--- src/rtl/tick_stopwatch_if.sv ---
// Bundle of the stopwatch control inputs and readout outputs.
// Handshake: there is no valid/ready pair; every input is sampled on each
// posedge clk and every output is a registered level valid for the whole cycle.
interface tick_stopwatch_if #(
  parameter int DIGITS = 4
);
  localparam int W = 4 * DIGITS;

  logic         tick;
  logic         start_stop;
  logic         lap;
  logic         clear;
  logic [W-1:0] count;
  logic [W-1:0] display;
  logic         running;
  logic         lap_hold;
  logic         overflow;
  logic [1:0]   state_dbg;

  // Producer of controls / consumer of readout.
  modport master (
    output tick, start_stop, lap, clear,
    input  count, display, running, lap_hold, overflow, state_dbg
  );

  // The stopwatch itself.
  modport slave (
    input  tick, start_stop, lap, clear,
    output count, display, running, lap_hold, overflow, state_dbg
  );
endinterface

--- src/rtl/tick_stopwatch.sv ---
// BCD stopwatch fed by a one-cycle tick strobe. Ticks are prescaled, then
// accumulated in a DIGITS-wide BCD counter. Start/stop toggles run/pause,
// lap freezes the display, clear returns everything to idle.
module tick_stopwatch #(
  parameter int DIGITS   = 4,
  parameter int PRESCALE = 2
) (
  input  logic           clk,
  input  logic           reset,
  tick_stopwatch_if.slave sw
);
  localparam int W  = 4 * DIGITS;
  localparam int PW = $clog2(PRESCALE) + 1;
  localparam logic [PW-1:0] PRE_LAST = PW'(PRESCALE - 1);

  typedef enum logic [1:0] {
    ST_IDLE  = 2'd0,
    ST_RUN   = 2'd1,
    ST_PAUSE = 2'd2
  } state_t;

  state_t        state_q, state_d;
  logic [W-1:0]  count_q, count_d;
  logic [W-1:0]  lap_reg_q, lap_reg_d;
  logic          lap_hold_q, lap_hold_d;
  logic          ovf_q, ovf_d;
  logic [PW-1:0] pre_q, pre_d;
  logic          ss_hist_q, lap_hist_q;

  logic          ss_rise;
  logic          lap_rise;
  logic [W-1:0]  inc_val;
  logic          inc_wrap;

  // Ripple a +1 through the BCD digits; the extra top bit flags all-9s wrap.
  function automatic logic [W:0] bcd_inc(input logic [W-1:0] v);
    logic [W-1:0] r;
    logic         c;
    r = v;
    c = 1'b1;
    for (int i = 0; i < DIGITS; i++) begin
      if (c) begin
        if (v[4*i +: 4] == 4'd9) begin
          r[4*i +: 4] = 4'd0;
        end else begin
          r[4*i +: 4] = v[4*i +: 4] + 4'd1;
          c = 1'b0;
        end
      end
    end
    return {c, r};
  endfunction

  // History registers start at 1 so an input held high through reset is not an edge.
  assign ss_rise  = sw.start_stop & ~ss_hist_q;
  assign lap_rise = sw.lap & ~lap_hist_q;
  assign {inc_wrap, inc_val} = bcd_inc(count_q);

  // State register and all datapath registers.
  always_ff @(posedge clk or negedge reset) begin
    if (!reset) begin
      state_q    <= ST_IDLE;
      count_q    <= '0;
      lap_reg_q  <= '0;
      lap_hold_q <= 1'b0;
      ovf_q      <= 1'b0;
      pre_q      <= '0;
      ss_hist_q  <= 1'b1;
      lap_hist_q <= 1'b1;
    end else begin
      state_q    <= state_d;
      count_q    <= count_d;
      lap_reg_q  <= lap_reg_d;
      lap_hold_q <= lap_hold_d;
      ovf_q      <= ovf_d;
      pre_q      <= pre_d;
      ss_hist_q  <= sw.start_stop;
      lap_hist_q <= sw.lap;
    end
  end

  // Next-state: clear wins outright; otherwise FSM, prescaled counting and lap hold.
  always_comb begin
    state_d    = state_q;
    count_d    = count_q;
    lap_reg_d  = lap_reg_q;
    lap_hold_d = lap_hold_q;
    ovf_d      = ovf_q;
    pre_d      = pre_q;

    if (sw.clear) begin
      state_d    = ST_IDLE;
      count_d    = '0;
      lap_reg_d  = '0;
      lap_hold_d = 1'b0;
      ovf_d      = 1'b0;
      pre_d      = '0;
    end else begin
      case (state_q)
        ST_IDLE:  if (ss_rise) state_d = ST_RUN;
        ST_RUN:   if (ss_rise) state_d = ST_PAUSE;
        ST_PAUSE: if (ss_rise) state_d = ST_RUN;
        default:  state_d = ST_IDLE;
      endcase

      // A tick arriving with the stop edge in RUN still counts: decision uses state_q.
      if (state_q == ST_RUN && sw.tick) begin
        if (pre_q == PRE_LAST) begin
          pre_d   = '0;
          count_d = inc_val;
          if (inc_wrap) ovf_d = 1'b1;
        end else begin
          pre_d = pre_q + PW'(1);
        end
      end

      // Captured lap value is the pre-increment count.
      if (lap_rise) begin
        if (lap_hold_q) begin
          lap_hold_d = 1'b0;
        end else if (state_q == ST_RUN) begin
          lap_reg_d  = count_q;
          lap_hold_d = 1'b1;
        end
      end
    end
  end

  assign sw.count     = count_q;
  assign sw.display   = lap_hold_q ? lap_reg_q : count_q;
  assign sw.running   = (state_q == ST_RUN);
  assign sw.lap_hold  = lap_hold_q;
  assign sw.overflow  = ovf_q;
  assign sw.state_dbg = state_q;

endmodule

--- src/flat_wrapper.sv ---
// flat-port wrapper written by rule: the top's interface ports become plain ports
module tick_stopwatch_flat 
#(
  parameter int DIGITS   = 4,
  parameter int PRESCALE = 2
)
  (clk, reset, sw_tick, sw_start_stop, sw_lap, sw_clear, sw_count, sw_display, sw_running, sw_lap_hold, sw_overflow, sw_state_dbg);
  tick_stopwatch_if #(.DIGITS(DIGITS)) sw_i ();
  input  logic clk;
  input  logic reset;
  input wire logic [$bits(sw_i.tick)-1:0] sw_tick;
  input wire logic [$bits(sw_i.start_stop)-1:0] sw_start_stop;
  input wire logic [$bits(sw_i.lap)-1:0] sw_lap;
  input wire logic [$bits(sw_i.clear)-1:0] sw_clear;
  output wire logic [$bits(sw_i.count)-1:0] sw_count;
  output wire logic [$bits(sw_i.display)-1:0] sw_display;
  output wire logic [$bits(sw_i.running)-1:0] sw_running;
  output wire logic [$bits(sw_i.lap_hold)-1:0] sw_lap_hold;
  output wire logic [$bits(sw_i.overflow)-1:0] sw_overflow;
  output wire logic [$bits(sw_i.state_dbg)-1:0] sw_state_dbg;
  assign sw_i.tick = sw_tick;
  assign sw_i.start_stop = sw_start_stop;
  assign sw_i.lap = sw_lap;
  assign sw_i.clear = sw_clear;
  assign sw_count = sw_i.count;
  assign sw_display = sw_i.display;
  assign sw_running = sw_i.running;
  assign sw_lap_hold = sw_i.lap_hold;
  assign sw_overflow = sw_i.overflow;
  assign sw_state_dbg = sw_i.state_dbg;
  tick_stopwatch #(.DIGITS(DIGITS), .PRESCALE(PRESCALE)) u_core (.clk(clk), .reset(reset), .sw(sw_i));
endmodule
--- config.mk ---
export PLATFORM = sky130hd
export DESIGN_NAME = tick_stopwatch_flat
export DESIGN_NICKNAME = d
export VERILOG_FILES = /design/src/rtl/tick_stopwatch_if.sv /design/src/rtl/tick_stopwatch.sv /design/src/flat_wrapper.sv
export SDC_FILE = /design/constraint.sdc
export NUM_CORES = 1
export LEC_CHECK = 0
export ABC_AREA = 1
export CORE_AREA = 2 2 69 71
export DETAILED_ROUTE_END_ITERATION = 8
export DIE_AREA = 0 0 71 73
export GPL_ROUTABILITY_DRIVEN = 0
export HOLD_SLACK_MARGIN = 0.12
export PLACE_DENSITY = 0.74
export SLEW_MARGIN = 5
export SYNTH_ARGS = -nofsm -noshare
export SYNTH_HDL_FRONTEND = slang
export SYNTH_SLANG_ARGS = --single-unit
--- constraint.sdc ---
create_clock -name clk -period 2.1 [get_ports clk]
set_input_delay 0.42 -clock clk [delete_from_list [all_inputs] [get_ports clk]]
set_output_delay 0.42 -clock clk [all_outputs]
set_load 0.05 [all_outputs]
==> impl_metrics.tcl <==
set metrics [dict create \
    status "complete, no violations" \
    die-width_um 71 \
    synth_seq_cells 40 \
    synth.top_cells.by_area "dfrtp_1, nand2_1, o21ai_0, nand3_1, ha_1" \
    final_cell_mix "nand2_1, dfrtp_1, o21ai_1, nand3_1, inv_1" \
    slowest_delay_ps 850 \
    routedWlPerCell_um 13.6 \
    ys_types 28 \
    core.rowCount 25 \
    drive_above_1_share_pct 15.2 \
    routed-via-count 1904 \
    place.detailed.hpwl_um 3500 \
    worst_slack_ps 43.3 \
    core_area_sq_um 4540 \
    placed_cells 349 \
    initial_core_util_pct 47.3 \
    synthAdderAreaFrac_pct 4.67 \
    hold_violations 0 \
    crit_fanout 6 \
    synth_cells 258 \
    synth_warnings 0 \
    syn_area_sq_um 2140 \
    max_freq_ghz 0.486 \
    synth_xor_xnor_area_share_pct 2.86 \
    final.min_clock_period_ps 2060 \
    cellPowerDensity_nw_per_um2 672 \
    post-route-cell-area_sq_um 2860 \
    placed_cell_area_sq_um 2770 \
    critPathSlowestCell "clkdlybuf4s50_1" \
    clk_pin_slew_worst_paths_ps 80 \
    end_kind "output port" \
    cap_violations 0 \
    ir_worst_vdd_mv 0.532 \
    grt_overflow 0 \
    place_ws_ps 184 \
    synth_simple_gate_area_share_pct 24.8 \
    globalRouteTotalUtil_pct 20.8 \
    antenna_found_initial 0 \
    final_cells 357 \
    numCtsBuffers 5 \
    synth_area_leader_cell "dfrtp_1" \
    ant_nets 0 \
    synth_top_family_by_area "simple AND/OR/NAND/NOR gates" \
    yosysSeqAreaShare_pct 46.8 \
    clock_skew_ps 3.07 \
    worstMarginPinSlew_ps 508 \
    setup_violations 0 \
    syn_to_final_growth_pct 33.4 \
    route.detailed.drc 0 \
    power.leakage_nw 1.26 \
    grt_use_met1_pct 28.4 \
    multi_input_comb_area_sq_um 975 \
    regArea_sq_um 1000 \
    fin_hold_ws_ps 167 \
    io_buffers 42 \
    dieArea_sq_um 5180 \
    postRouteWirelength_um 4850 \
    dr.pass1.iters 5 \
    clock_latency_ps 290 \
    synth_nets 272 \
    worstSetupPathType "reg -> out" \
    die_h_um 73 \
    n_antenna_cell 0 \
    grt_max_degree 41 \
    fin_tns_setup_ps 0 \
    min_path_type "in -> async" \
    busiest_layer "met2" \
    synth-compound-area-share_pct 13.2 \
    pin_count 43 \
    htree_levels 2 \
    worstPathCellList "clkdlybuf4s50_1" \
    slew_headroom_pct 66.0 \
    grt_pass1_wl_um 8390 \
    clockRootBuffer "clkbuf_8" \
    cp.arrival_ps 1640 \
    vias_per_cell 5.33 \
    grtUsageMet3_pct 4.70 \
    cts_tree "done" \
    critPathTopFamily "buffers and inverters" \
    synthMuxAreaShare_pct 0 \
    final_max_slew_viol_count 0 \
    layout.nets 316 \
    crit_path_start_kind "flip-flop" \
    syn_area_per_cell_sq_um 8.31 \
    layout_commonest_cell "nand2_1" \
    drt-initial-drc-count 154 \
    critical_path_buf_inv_count 1 \
    post_cts.repair.setup_buffers 0 \
    clock_sinks 40 \
    fillers 364 \
    grt_use_met2_pct 32.3 \
    required_ps 1680 \
    finalCritPeriodShare_pct 97.9 \
    clk_path_buf_depth 2 \
    yosysTopAreaCellShare_pct 44.4 \
    rsz0062_at_grt "false" \
    grt_pass1_vias 1805 \
]
## cell families (layout without fill, tap and decap cells)
family | count (synthesis) | count (layout)
DFF | 40 | 40
adders and majority gates | 8 | 8
buffers and inverters | 37 | 82
AOI/OAI and AO/OA | 53 | 53
xor gates and xnor gates | 7 | 7
and+or+nand+nor | 113 | 113
## repair_timing
| action | 4_1_cts | 5_1_grt |
|---|---|---|
| gates resized for setup | 1 | 0 |
| hold buffers | 0 | 0 |
| setup endpoints to repair | 1 | 0 |
## synthesized netlist by cell type (all sizes together)
master  count
nand3      31
xnor2       3
nand2      54
ha          8
o22ai       2
nand4       3
a21oi       3
dfstp       2
buf         6
inv        26
nor3        2
dfrtp      38
xor2        4
nor2       23
clkbuf      5
o21ai      48
## flip-flops by register name (all words and copies together) (netlist names)
register	flops
u_core.lap_reg_q	16
u_core.sw.count	16
u_core.pre_q	2
u_core.sw.state_dbg	2
u_core.lap_hist_q	1
u_core.ss_hist_q	1
u_core.sw.lap_hold	1
u_core.sw.overflow	1
## cell type report
cell class | count | share of cell area [%]
timing repair buffer | 48 | 21.9
multi-input combinational | 181 | 34.1
sequential | 40 | 35.1
tap | 54 | 2.36
clock buffer | 8 | 3.15
inverter | 26 | 3.41
## path summary, 6_finish.rpt
kind	slack [ps]	start	endpoint	depth (start not counted)
setup / recovery	40	u_core.sw.count[10]	sw_count[10]	1
hold / removal	170	reset	u_core.sw.count[3]	2
setup reg to reg	460	u_core.sw.count[9]	u_core.sw.count[15]	7
hold reg to reg	500	u_core.sw.overflow	u_core.sw.overflow	2
max in group asynchronous	1570	reset	u_core.lap_reg_q[14]	2
min in group clk	500	u_core.sw.overflow	u_core.sw.overflow	2
## metal layers
| metal | part of all wire [%] | vias to the layer above |
|---|---|---|
| li1 | - | 934 |
| met1 | 45 | 909 |
| met2 | 48 | 55 |
| met3 | 4.6 | 6 |
| met4 | 1.8 | 0 |
| met5 | 0 | - |
## metrics by stage
step,utilization (%),power (W)
6_report,63.1,0.00192
3_3_place_gp,61.1,0.00140
5_1_grt,63.1,0.00201
4_1_cts,63.1,0.00194
3_5_place_dp,61.1,0.00141
2_1_floorplan,-,0.00117
## where the power goes
group	total (W)	leakage (nW)	internal [W]	switching, W
Combinational	0.000543	0.668	0.000198	0.000345
Sequential	0.000847	0.545	0.000802	0.0000453
Clock	0.000530	0.0455	0.000268	0.000262
No activity file was read; power rests on OpenSTA's default activity.
